**config.mk**
```make
export PLATFORM = sky130hd
export DESIGN_NAME = ascon_round_sequencer_flat
export DESIGN_NICKNAME = d
export VERILOG_FILES = /design/src/rtl/ascon_round_sequencer_if.sv /design/src/rtl/ascon_round_sequencer.sv /design/src/flat_wrapper.sv
export SDC_FILE = /design/constraint.sdc
export NUM_CORES = 1
export LEC_CHECK = 0
export ABC_CLOCK_PERIOD_IN_PS = 1600
export CAP_MARGIN = 5
export CORE_UTILIZATION = 25
export DETAILED_ROUTE_END_ITERATION = 10
export SYNTH_ARGS = -nofsm -noshare
export SYNTH_HDL_FRONTEND = slang
export SYNTH_SLANG_ARGS = --single-unit
```
**constraint.sdc**
```tcl
create_clock -name clock_i -period 1.6 [get_ports clock_i]
set_clock_uncertainty 0.05 [all_clocks]
set_input_delay 0.24 -clock clock_i [delete_from_list [all_inputs] [get_ports clock_i]]
set_output_delay 0.24 -clock clock_i [all_outputs]
set_load 0.05 [all_outputs]
```
**src/rtl/ascon_round_sequencer_if.sv**
```systemverilog
// Control/status bundle between the ASCON control FSM (master) and the
// round sequencer (slave).
interface ascon_round_sequencer_if #(
  parameter int WIDTH = 4
);
  logic             init_i;
  logic             start_i;
  logic [WIDTH-1:0] nrounds_i;
  logic             enable_i;
  logic [WIDTH-1:0] counter_o;
  logic             last_o;
  logic             busy_o;
  logic             done_o;
  logic             err_o;

  modport master (
    output init_i, start_i, nrounds_i, enable_i,
    input  counter_o, last_o, busy_o, done_o, err_o
  );

  modport slave (
    input  init_i, start_i, nrounds_i, enable_i,
    output counter_o, last_o, busy_o, done_o, err_o
  );
endinterface

```
**src/rtl/ascon_round_sequencer.sv**
```systemverilog
// Round-constant index sequencer for the ASCON p^a / p^b permutations.
// Runs the last nrounds entries of the constant table, one per qualified step.
module ascon_round_sequencer #(
  parameter int WIDTH      = 4,
  parameter int MAX_ROUNDS = 12,
  parameter int EDGE_MODE  = 1
) (
  input  logic                  clock_i,
  input  logic                  reset_i,
  ascon_round_sequencer_if.slave bus
);

  typedef enum logic [1:0] {
    ST_IDLE = 2'd0,
    ST_RUN  = 2'd1,
    ST_DONE = 2'd2
  } state_t;

  localparam logic [WIDTH-1:0] LAST_IDX = WIDTH'(MAX_ROUNDS - 1);
  localparam logic [WIDTH-1:0] MAX_CNT  = WIDTH'(MAX_ROUNDS);

  if ((2 ** WIDTH) <= MAX_ROUNDS || MAX_ROUNDS < 1) begin : g_bad_params
    $error("ascon_round_sequencer: 2**WIDTH must exceed MAX_ROUNDS and MAX_ROUNDS must be >= 1");
  end

  state_t           state_reg;
  logic [WIDTH-1:0] counter_reg;
  logic             enable_q_reg;
  logic             err_reg;
  logic             step;
  logic             nrounds_ok;

  // Edge mode turns a held-high enable into a single step.
  if (EDGE_MODE != 0) begin : g_edge_step
    assign step = bus.enable_i & ~enable_q_reg;
  end else begin : g_level_step
    assign step = bus.enable_i;
  end

  assign nrounds_ok = (bus.nrounds_i != '0) && (bus.nrounds_i <= MAX_CNT);

  always_ff @(posedge clock_i) begin
    if (reset_i || bus.init_i) begin
      state_reg    <= ST_IDLE;
      counter_reg  <= '0;
      enable_q_reg <= 1'b0;
      err_reg      <= 1'b0;
    end else begin
      enable_q_reg <= bus.enable_i;
      err_reg      <= 1'b0;
      case (state_reg)
        ST_IDLE: begin
          if (bus.start_i) begin
            if (nrounds_ok) begin
              counter_reg <= MAX_CNT - bus.nrounds_i;
              state_reg   <= ST_RUN;
            end else begin
              err_reg <= 1'b1;
            end
          end
        end
        ST_RUN: begin
          // The final index holds; the counter never passes MAX_ROUNDS-1.
          if (step) begin
            if (counter_reg < LAST_IDX) begin
              counter_reg <= counter_reg + 1'b1;
            end else begin
              state_reg <= ST_DONE;
            end
          end
        end
        ST_DONE: begin
          state_reg <= ST_IDLE;
        end
        default: begin
          state_reg <= ST_IDLE;
        end
      endcase
    end
  end

  assign bus.counter_o = counter_reg;
  assign bus.busy_o    = (state_reg == ST_RUN);
  assign bus.last_o    = (state_reg == ST_RUN) && (counter_reg == LAST_IDX);
  assign bus.done_o    = (state_reg == ST_DONE);
  assign bus.err_o     = err_reg;

endmodule

```
**src/flat_wrapper.sv**
```systemverilog
// flat-port wrapper written by rule: the top's interface ports become plain ports
module ascon_round_sequencer_flat 
#(
  parameter int WIDTH      = 4,
  parameter int MAX_ROUNDS = 12,
  parameter int EDGE_MODE  = 1
)
  (clock_i, reset_i, bus_init_i, bus_start_i, bus_nrounds_i, bus_enable_i, bus_counter_o, bus_last_o, bus_busy_o, bus_done_o, bus_err_o);
  ascon_round_sequencer_if #(.WIDTH(WIDTH)) bus_i ();
  input  logic clock_i;
  input  logic reset_i;
  input wire logic [$bits(bus_i.init_i)-1:0] bus_init_i;
  input wire logic [$bits(bus_i.start_i)-1:0] bus_start_i;
  input wire logic [$bits(bus_i.nrounds_i)-1:0] bus_nrounds_i;
  input wire logic [$bits(bus_i.enable_i)-1:0] bus_enable_i;
  output wire logic [$bits(bus_i.counter_o)-1:0] bus_counter_o;
  output wire logic [$bits(bus_i.last_o)-1:0] bus_last_o;
  output wire logic [$bits(bus_i.busy_o)-1:0] bus_busy_o;
  output wire logic [$bits(bus_i.done_o)-1:0] bus_done_o;
  output wire logic [$bits(bus_i.err_o)-1:0] bus_err_o;
  assign bus_i.init_i = bus_init_i;
  assign bus_i.start_i = bus_start_i;
  assign bus_i.nrounds_i = bus_nrounds_i;
  assign bus_i.enable_i = bus_enable_i;
  assign bus_counter_o = bus_i.counter_o;
  assign bus_last_o = bus_i.last_o;
  assign bus_busy_o = bus_i.busy_o;
  assign bus_done_o = bus_i.done_o;
  assign bus_err_o = bus_i.err_o;
  ascon_round_sequencer #(.WIDTH(WIDTH), .MAX_ROUNDS(MAX_ROUNDS), .EDGE_MODE(EDGE_MODE)) u_core (.clock_i(clock_i), .reset_i(reset_i), .bus(bus_i));
endmodule
```
After elaboration in Yosys (flattened, before gate mapping). Cells that the tools add are included.

$mul: 0. Muxes and demuxes: 11. Reductions and logical operators: 9. Bitwise gates (word level): 4. Equality and inequality tests: 8. $lt $le $gt $ge: 2. Div/mod/pow operators: 0. Shift operators: 0. $add $sub $neg: 2.

Operator list (count): 4-bit 2-to-1 mux (4); 2-bit 2-to-1 mux (4); 4-bit one-hot mux with 2 select lines (1); 2-bit by 1-bit != test with 1-bit output, second input constant (3); 5-bit AND reduction (1); 4-bit by 1-bit adder with 4-bit output, second input constant (1); 4-bit equality test, second input constant (1); 4-bit <= comparator, second input constant (1); 4-bit < comparator, second input constant (1); 2-bit != test, second input constant (2); 2-bit one-hot mux with 2 select lines (1); 4-bit AND reduction (1); 4-bit nonzero test (1); 4-bit subtractor, first input constant (1); 1-bit inverter (3); 3-bit OR reduction (1); 2-bit by 1-bit equality test with 1-bit output, second input constant (1); 2-bit equality test, second input constant (1); 1-bit logical AND (2); 2-bit logical NOT (1); 2-bit nonzero test (1); 1-bit bitwise AND (1); 1-bit logical OR (1); 1-bit 2-to-1 mux (1).

Bits in latches: 0. Word-level logic and storage cells: 40. Memories: 0. Output and inout bits: 8. RAM bits: 0. ROM bits: 0. Bits in registers: 8.

Longest topological paths before layout. Gate-level depths: netlist of run 1.

Depth in word-level cells: 5. Mapped depth: 6.

Worst setup path after synthesis of run 1. No wires, ideal clock.

Path type: register to output. Start: reg u_core.counter_reg[0], in the netlist u_core.bus.counter_o[0]. End: out bus_last_o. Cell stages (with the launch flop): 4. Arrival: 2063 ps. Path slack: -753 ps. Cells stage by stage: dfxtp_1 -> ha_1 -> nand2b_1 -> nor3_1.

Longest elaborated chain between the ends: 2.

Ends and longest elaborated chain: from (decl) (line ascon_round_sequencer.sv:27) `logic [WIDTH-1:0] counter_reg;`; from (signal assigned) (line ascon_round_sequencer.sv:55) `counter_reg <= MAX_CNT - bus.nrounds_i;`; from (signal assigned) (line ascon_round_sequencer.sv:66) `counter_reg <= counter_reg + 1'b1;`; 4-bit equality test (line ascon_round_sequencer.sv:84) `assign bus.last_o = (state_reg == ST_RUN) && (counter_reg == LAST_IDX);`; 1-bit logical AND (line ascon_round_sequencer.sv:84); to (decl) (line flat_wrapper.sv:17) `output wire logic [$bits(bus_i.last_o)-1:0] bus_last_o;`.

Every way passes these cells.

Final worst setup path of run 1.
Start: reg u_core.state_reg[1]. End: reg u_core.counter_reg[2], in the netlist u_core.bus.counter_o[2].

Longest elaborated chain between the ends: 3. Elaborated cells between the ends (all ways): 9. Those cells by class: eq/ne: 5; mux: 1; reduce/logical: 3.

Ends and longest elaborated chain: from (decl) (line ascon_round_sequencer.sv:26) `state_t state_reg;`; from (signal assigned) (line ascon_round_sequencer.sv:44) `state_reg <= ST_IDLE;`; from (signal assigned) (line ascon_round_sequencer.sv:56) `state_reg <= ST_RUN;`; from (signal assigned) (line ascon_round_sequencer.sv:68) `state_reg <= ST_DONE;`; 2-bit by 1-bit equality test with 1-bit output / 2-bit logical NOT (equally long branches) (line ascon_round_sequencer.sv:51) `case (state_reg)`; 2-bit by 1-bit != test with 1-bit output (no line), or another cell as far along; 5-bit AND reduction (no line).

Parallel ways exist; a longest one is shown, timed or not. A chain may end at the register's enable or synchronous reset.

==> run metrics, run 1 <==
status finished with violations; failing checks negative setup slack; area delta synth->final 81.52%; Starting Density 0.2772; post-synth top area cell dfxtp_1; global route total overflow 0; syn_area_per_cell 8.825 sq um; Finished Cell Area 897.1 sq um; kind of critical path flip-flop to flip-flop; final std cells w/o fill 113; worst r2r dst u_core.bus.counter_o[2]; critical path peak fanout 5; initial antenna violation count 0; final worst slack -5.829 ps; Seq cells post-synth 8; DP Area 788.3 sq um; sequential area share after synthesis 0.3241; LEAKAGE 0.4037 nW; RSZ-0062 raised after global routing true; Sw Ratio 0.2980; most common cell after layout, fill and taps aside buf_4; Pwr Total 0.5388 mW; DR pass1 iterations 4; max reg flops 4; share of cells above drive strength 1 0.5000; Starting DRT DRC Count 5; Post-Place Setup Slack -461.0 ps; nets 101; GP Congestion 0.7788; global-route wire length before repair 2180 um; Hold Path Class primary input to flip-flop; fin crit period 1606 ps; P_int 0.3783 mW; Hold Crit Endpoint u_core.enable_q_reg; chip width 46.46 um; MaxCap Viol Count 0; DP HPWL 1046 um; DR vias 543; htree depth 1; post-synthesis compound-gate area fraction 0.2177; die height 46.46 um; Worst-path clk slew 60 ps; hold_sp bus_enable_i; post-synthesis mux area share 0.04051; Slew Limit Fails 0; Hold WS 382.8 ps; Ports 17; syn nets 67; vias in the first global route 512; CP required 1710 ps; fillers 165; Synth Warn # 0; relative slew slack 0.7814; placed insts 106; Critical Path Sink Type flip-flop; crit path DAT 1720 ps; DRC 0; combinational power share 0.303; VDD IR-drop max 0.6020 mV; Synth Area in Adders 0.05063; Max clock buf depth 2; Startpoint Class flip-flop; Hold Path Stages 3; antenna diode count 0; CTS tree yes; final hold viol count 0; simple-gate share of the synthesized area 0.3139; GRT Util Overall 0.1486; Final ANT Viol Nets 0; Max Clk Rate 0.6227 GHz; die area 2159 sq um; DR vias/cell 4.805; post-synth top area share 0.3241; clock buffer count from CTS 3; largest family of logic cells by synthesized area simple AND/OR/NAND/NOR gates; synth unique cells 31; CTS root buffer clkbuf_4; drt total wl 1367 um; IO Port Bufs 16; register share of total power 0.400; core area 1783 sq um; total power divided by cell area 600.6 nW/um^2; CTS sink count 8; clock latency on the worst-skew pair 260 ps; Final setup viols 2; wire length per cell 12.10 um; Final Cycle Share 1.004; R2R Path Start u_core.state_reg[1]; Cell Rows 15; largest net degree at the start of global routing 7; Mapped Area 494.2 sq um; Mapped Cells 56; Synth area leaders dfxtp_1 32%, o32ai_4 5.6%, ha_1 5.1%; Clk pwr share 0.297; worst r2r path cells 4; Least-Margin Pin Slew 326.5 ps; reg2reg setup slack -6 ps; P_sw 0.1606 mW; Post-Synth XOR/XNOR Area 0
[worst max-delay path, stage by stage, from the launching register on]
cell and delay, ps:
dfxtp_2 330, or3b_4 420, o32ai_4 340, o21ai_1 110, a32o_1 260
[power groups by stage]
stage	combinational [mW]	clock, mW	sequential, mW
finish	0.163	0.160	0.215
global route	0.177	0.178	0.216
CTS	0.151	0.164	0.214
detailed placement	0.142	0	0.218
global placement	0.141	0	0.218
floorplan	0.0621	0	0.234
[metrics by stage]
stage          TNS [ps]  utilization
6_report         -8.166       0.5032
3_5_place_dp      -2254       0.4421
2_1_floorplan    -9.685            -
3_3_place_gp      -2049       0.4421
5_1_grt          -192.9       0.5032
4_1_cts          -15.94       0.4758
[layout make-up]
cell class                 count  area (sq um)  share of cell area
inverter                       6         22.52             0.02510
sequential                     8         165.2              0.1841
tap                           25         31.28             0.03487
multi-input combinational     41         367.9              0.4100
timing repair buffer          30         287.8              0.3208
clock buffer                   3         22.52             0.02510
[per-layer routing]
layer	track usage	wire [um]	share of wire
met3	0.07451	92	0.067
met4	0.04706	6	0.0044
met1	0.1835	588	0.43
met5	0	0	0
met2	0.2222	680	0.50
[Yosys cell counts (all sizes together)]
cell type	number
or4bb	1
and2	1
or3	1
o21ai	2
nand4	1
nor2	4
a32o	1
nor3b	1
a311oi	1
or2	1
o31ai	1
mux2i	2
a41o	1
inv	6
o21a	1
dfxtp	8
clkbuf	1
o32ai	1
nand3b	1
and2b	2
a221oi	1
and3b	1
or3b	1
nand2	2
ha	2
a21oi	2
a22oi	1
nor3	4
nand2b	3
nand3	1
[cells by family after synthesis]
kind of cell / Yosys count
and+or+nand+nor: 25
buffers and inverters: 7
AOI/OAI and AO/OA: 12
DFF: 8
muxes: 2
adders and majority gates: 2
[how the worst max path moves through the flow]
stage | startpoint | to | slack (ps) | depth (start not counted)
after floorplan | u_core.state_reg[1] | u_core.bus.counter_o[3] | -8 | 5
final | u_core.state_reg[1] | u_core.bus.counter_o[2] | -6 | 4
after CTS | u_core.state_reg[0] | u_core.bus.counter_o[2] | -20 | 4
after global routing | u_core.state_reg[1] | u_core.bus.counter_o[2] | -80 | 4
after global placement | bus_nrounds_i[0] | u_core.bus.counter_o[2] | -420 | 7
after detailed placement | bus_nrounds_i[0] | u_core.bus.counter_o[2] | -460 | 7
[timing repair]
action,in CTS,in global routing
pin swaps,5,5
setup buffers,2,2
resized for setup,13,7
endpoints found under the setup margin,7,5
hold buffers,0,0
No activity file was read; power rests on OpenSTA's default activity.
==> inputs of run 2 (changes only) <==
--- a/config.mk
+++ b/config.mk
@@ -5,10 +5,10 @@
 export SDC_FILE = /design/constraint.sdc
 export NUM_CORES = 1
 export LEC_CHECK = 0
-export ABC_CLOCK_PERIOD_IN_PS = 1600
 export CAP_MARGIN = 5
 export CORE_UTILIZATION = 25
 export DETAILED_ROUTE_END_ITERATION = 10
+export PLACE_DENSITY_LB_ADDON = 0.25
 export SYNTH_ARGS = -nofsm -noshare
 export SYNTH_HDL_FRONTEND = slang
 export SYNTH_SLANG_ARGS = --single-unit
==> constraint.sdc (replaced) <==
create_clock -name clock_i -period 1.7 [get_ports clock_i]
set_clock_uncertainty 0.05 [all_clocks]
set_input_delay 0.255 -clock clock_i [delete_from_list [all_inputs] [get_ports clock_i]]
set_output_delay 0.255 -clock clock_i [all_outputs]
set_load 0.05 [all_outputs]
==> run metrics, run 2 (synthesis gave the netlist of run 1 again) <==
kind of critical path flip-flop to flip-flop; Slew Limit Fails 0 (unchanged); htree depth 1 (unchanged); Max Clk Rate 0.6114 GHz (-1.8%); MaxCap Viol Count 0 (unchanged); DP HPWL 966.1 um (-7.7%); wire length per cell 11.73 um (-3.0%); Starting DRT DRC Count 8 (+3); Ports 17 (unchanged); Final Cycle Share 0.9622 (-0.04147); VDD IR-drop max 0.2515 mV (-58%); drt total wl 1361 um (-0.44%); final hold viol count 0 (unchanged); DR vias 553 (+1.8%); reg2reg setup slack 60 ps (+70 ps); Worst-path clk slew 50 ps (about the same); Least-Margin Pin Slew 469.4 ps (+142.9 ps); DRC 0 (unchanged); status finished, final reports clean; GRT Util Overall 0.1534 (+0.004819); Final setup viols 0 (-2); CTS tree yes; R2R Path Start u_core.state_reg[0]; Hold Path Stages 2 (-1); DR vias/cell 4.767 (-0.79%); die area 2159 sq um (unchanged); vias in the first global route 520 (+1.6%); hold_sp bus_enable_i; worst r2r path cells 4 (unchanged); die height 46.46 um (unchanged); Hold Crit Endpoint u_core.enable_q_reg; nets 104 (+3.0%); Final ANT Viol Nets 0 (unchanged); Pwr Total 0.4983 mW (-7.5%); Finished Cell Area 882.1 sq um (-1.7%); global-route wire length before repair 2249 um (+3.2%); share of cells above drive strength 1 0.4615 (-0.03846); CP required 1800 ps (+90 ps); largest net degree at the start of global routing 7 (unchanged); total power divided by cell area 564.9 nW/um^2 (-6.0%); fin crit period 1636 ps (+29.87 ps); Starting Density 0.2772 (unchanged); Max clock buf depth 2 (unchanged); commonest non-fill, non-tap cells in the layout 22 x buf_4, 5 x inv_1; Critical Path Sink Type flip-flop; CTS root buffer clkbuf_4; most common cell after layout, fill and taps aside buf_4; final std cells w/o fill 116 (+2.7%); RSZ-0062 raised after global routing true; chip width 46.46 um (unchanged); DP Area 780.7 sq um (-0.95%); clock latency on the worst-skew pair 260 ps (about the same); core area 1783 sq um (unchanged); critical path peak fanout 6 (+1); max reg flops 4 (unchanged); relative slew slack 0.6864 (-0.09499); IO Port Bufs 16 (unchanged); worst r2r dst u_core.bus.counter_o[2]; GP Congestion 0.8793 (+13%); CTS sink count 8 (unchanged); initial antenna violation count 0 (unchanged); Startpoint Class flip-flop; placed insts 105 (-0.94%); clock buffer count from CTS 3 (unchanged); crit path DAT 1740 ps (+20 ps); Cell Rows 15 (unchanged); area delta synth->final 78.48%; global route total overflow 0 (unchanged); LEAKAGE 0.4119 nW (+2.0%); antenna diode count 0 (unchanged); Hold Path Class primary input to flip-flop; CTS Hold Bufs 0 (unchanged); DR pass1 iterations 4 (unchanged)
run 2: changes by cell type in the layout (fill, tap and decap cells not counted), sizes merged:
cell,previous run,this run
dlygate4sd2,4,3
clkdlybuf4s50,3,4
buf,22,25
run 2: final cells by class:
type / count / area [sq um]
clock buffers: 3 / 22.52
fillers: 169 / 900.9
inverters: 6 / 22.52
multi-input cells: 41 / 336.6
flip-flops and latches: 8 / 165.2
well taps: 25 / 31.28
repair buffers: 33 / 304.0
run 2: power breakdown:
part	switching (mW)	internal, mW	leakage [nW]
registers	0.00676	0.195	0.0669
logic	0.0703	0.0783	0.331
clock network	0.0668	0.0809	0.0138
run 2: per-layer routing:
metal / wire, um / GRT usage
met1: 548 / 0.1741
met2: 706 / 0.2444
met3: 105 / 0.09020
met4: 0 / 0.03529
met5: 0 / 0
run 2: how the worst max path moves through the flow:
| stage | from | to | slack (ps) | cells past startpoint |
|---|---|---|---|---|
| after detailed placement | bus_nrounds_i[0] | u_core.bus.counter_o[2] | -360 | 7 |
| after CTS | u_core.state_reg[0] | bus_last_o | 5 | 5 |
| final | u_core.state_reg[0] | u_core.bus.counter_o[2] | 60 | 4 |
| after global routing | u_core.bus.counter_o[0] | bus_last_o | -4 | 4 |
| after floorplan | u_core.state_reg[0] | u_core.bus.counter_o[2] | 80 | 4 |
| after global placement | bus_enable_i | u_core.bus.counter_o[2] | -350 | 5 |
run 2: timing repair:
action | 4_1_cts | 5_1_grt
setup buffers | 7 | 1
setup endpoints to repair | 2 | 4
resized for setup | 6 | 5
pin swaps | 4 | 2
run 2: critical path, stage by stage, from the launching register on:
cell and delay [ps]:
dfxtp_2 330, or3b_4 410, o32ai_4 370, o21ai_1 120, a32o_1 250
run 2: per-stage QoR:
stage	setup slack (ps)	hold WS, ps	utilization	TNS [ps]
finish	64.30	212.2	0.4947	0
detailed placement	-362.2	454.0	0.4379	-1565
floorplan	81.39	326.7	-	0
global placement	-346.8	434.5	0.4379	-1555
CTS	4.968	467.0	0.4821	0
global route	-3.924	222.5	0.4947	-4.707
==> inputs of run 3 (changes only) <==
--- a/config.mk
+++ b/config.mk
@@ -8,6 +8,7 @@
 export CAP_MARGIN = 5
 export CORE_UTILIZATION = 25
 export DETAILED_ROUTE_END_ITERATION = 10
+export GPL_TIMING_DRIVEN = 0
 export PLACE_DENSITY_LB_ADDON = 0.25
 export SYNTH_ARGS = -nofsm -noshare
 export SYNTH_HDL_FRONTEND = slang
==> run metrics, run 3 (synthesis gave the netlist of run 1 again) <==
Clk pwr share 0.312 (+0.016); GRT Util Overall 0.1197 (-0.03373); MaxCap Viol Count 0 (unchanged); Max clock buf depth 2 (unchanged); Slew Limit Fails 0 (unchanged); fillers 185 (+9.5%); IO Port Bufs 16 (unchanged); crit-path max cell delay 410 ps (about the same); fin crit period 1646 ps (+10.04 ps); register share of total power 0.431 (+0.026); global route total overflow 0 (unchanged); GP Congestion 0.7438 (-15%); CTS sink count 8 (unchanged); Max Clk Rate 0.6076 GHz (-0.61%); Final ANT Viol Nets 0 (unchanged); DP HPWL 851.6 um (-12%); Sw Ratio 0.2913 (+0.002499); Least-Margin Pin Slew 545.9 ps (+76.56 ps); DR vias/cell 4.650 (-2.4%); Startpoint Class flip-flop; combinational power share 0.258 (-0.040); Critical Path Sink Type flip-flop; LEAKAGE 0.3393 nW (-18%); largest net degree at the start of global routing 8 (+1); vias in the first global route 417 (-20%); htree depth 1 (unchanged); CP required 1800 ps (about the same); VDD IR-drop max 0.5613 mV (+120%); global-route wire length before repair 1745 um (-22%); chip width 46.46 um (unchanged); antenna diode count 0 (unchanged); DR vias 479 (-13%); Final Cycle Share 0.9681 (+0.005906); relative slew slack 0.6353 (-0.05115); critical path peak fanout 6 (unchanged); clock latency on the worst-skew pair 250 ps (about the same); DP Area 699.4 sq um (-10%); kind of critical path flip-flop to flip-flop; area delta synth->final 51.90%; CTS tree yes; max reg flops 4 (unchanged); core area 1783 sq um (unchanged); Hold Path Class primary input to flip-flop; total power divided by cell area 621.0 nW/um^2 (+9.9%); final std cells w/o fill 103 (-11%); Starting Density 0.2772 (unchanged); Ports 17 (unchanged); status finished, final reports clean; P_int 0.3304 mW (-6.8%); worst-path cell chain or3b_4, o32ai_4, o21ai_1, a32o_1; crit path DAT 1740 ps (about the same); DRC 0 (unchanged); Final setup viols 0 (unchanged); final hold viol count 0 (unchanged); die area 2159 sq um (unchanged); drt total wl 1185 um (-13%); nets 91 (-13%); share of cells above drive strength 1 0.3077 (-0.1538); Starting DRT DRC Count 10 (+2); commonest non-fill, non-tap cells in the layout 9 x dlygate4sd2_1, 5 x clkdlybuf4s50_1; CTS root buffer clkbuf_4; Worst-path clk slew 60 ps (about the same); Finished Cell Area 750.7 sq um (-15%); placed insts 97 (-7.6%); most common cell after layout, fill and taps aside dlygate4sd2_1; Cell Rows 15 (unchanged); clock buffer count from CTS 3 (unchanged); Pwr Total 0.4662 mW (-6.4%); initial antenna violation count 0 (unchanged); wire length per cell 11.50 um (-1.9%); die height 46.46 um (unchanged); slowest stage cell, crit path or3b_4; DR pass1 iterations 4 (unchanged); RSZ-0062 raised after global routing true; P_sw 0.1358 mW (-5.6%); CTS Hold Bufs 0 (unchanged)
run 3: metal layers:
metal,GRT usage,wire (um)
met1,0.1482,593
met2,0.1722,526
met3,0.05882,54
met4,0.05294,11
met5,0,0
run 3: repair_timing:
action                     CTS  global route
setup buffers                2             1
gates resized for setup     27             3
setup endpoints to repair   12             3
pin swaps                    3             3
run 3: final cells by class:
type / count / area, sq um / area share
inverter: 6 / 22.52 / 0.03000
multi-input combinational: 41 / 339.1 / 0.4517
timing repair buffer: 19 / 163.9 / 0.2183
clock buffer: 3 / 22.52 / 0.03000
tap: 25 / 31.28 / 0.04167
sequential: 8 / 167.7 / 0.2233
buffer: 1 / 3.754 / 0.005000
run 3: final timing paths:
check	start	slack [ps]	cells after the start	endpoint
hold / removal	bus_enable_i	330	2	u_core.enable_q_reg
setup / recovery	u_core.state_reg[1]	50	4	u_core.bus.counter_o[2]
setup reg to reg	u_core.state_reg[1]	50	4	u_core.bus.counter_o[2]
hold reg to reg	u_core.state_reg[1]	400	1	u_core.state_reg[0]
run 3: through the flow:
stage / setup WS [ps] / setup TNS (ps) / hold slack (ps) / util
floorplan: 81.39 / 0 / 326.7 / -
global placement: -421.8 / -2323 / 432.8 / 0.3923
detailed placement: -434.7 / -2395 / 440.3 / 0.3923
CTS: 19.53 / 0 / 330.9 / 0.4133
global route: -21.97 / -21.97 / 367.8 / 0.4211
finish: 54.26 / 0 / 328.6 / 0.4211
run 3: power by group through the flow:
stage | Clock (mW) | Sequential [mW] | Combinational [mW]
after floorplan | 0 | 0.221 | 0.0587
after global placement | 0 | 0.206 | 0.116
after detailed placement | 0 | 0.206 | 0.117
after CTS | 0.152 | 0.202 | 0.118
after global routing | 0.156 | 0.202 | 0.130
final | 0.145 | 0.201 | 0.120
run 3: critical path, delay by kind of cell, from the launching register on:
family             cells  cell delay, ps
DFF                    1             340
and+or+nand+nor        1             410
AOI/OAI and AO/OA      3             750
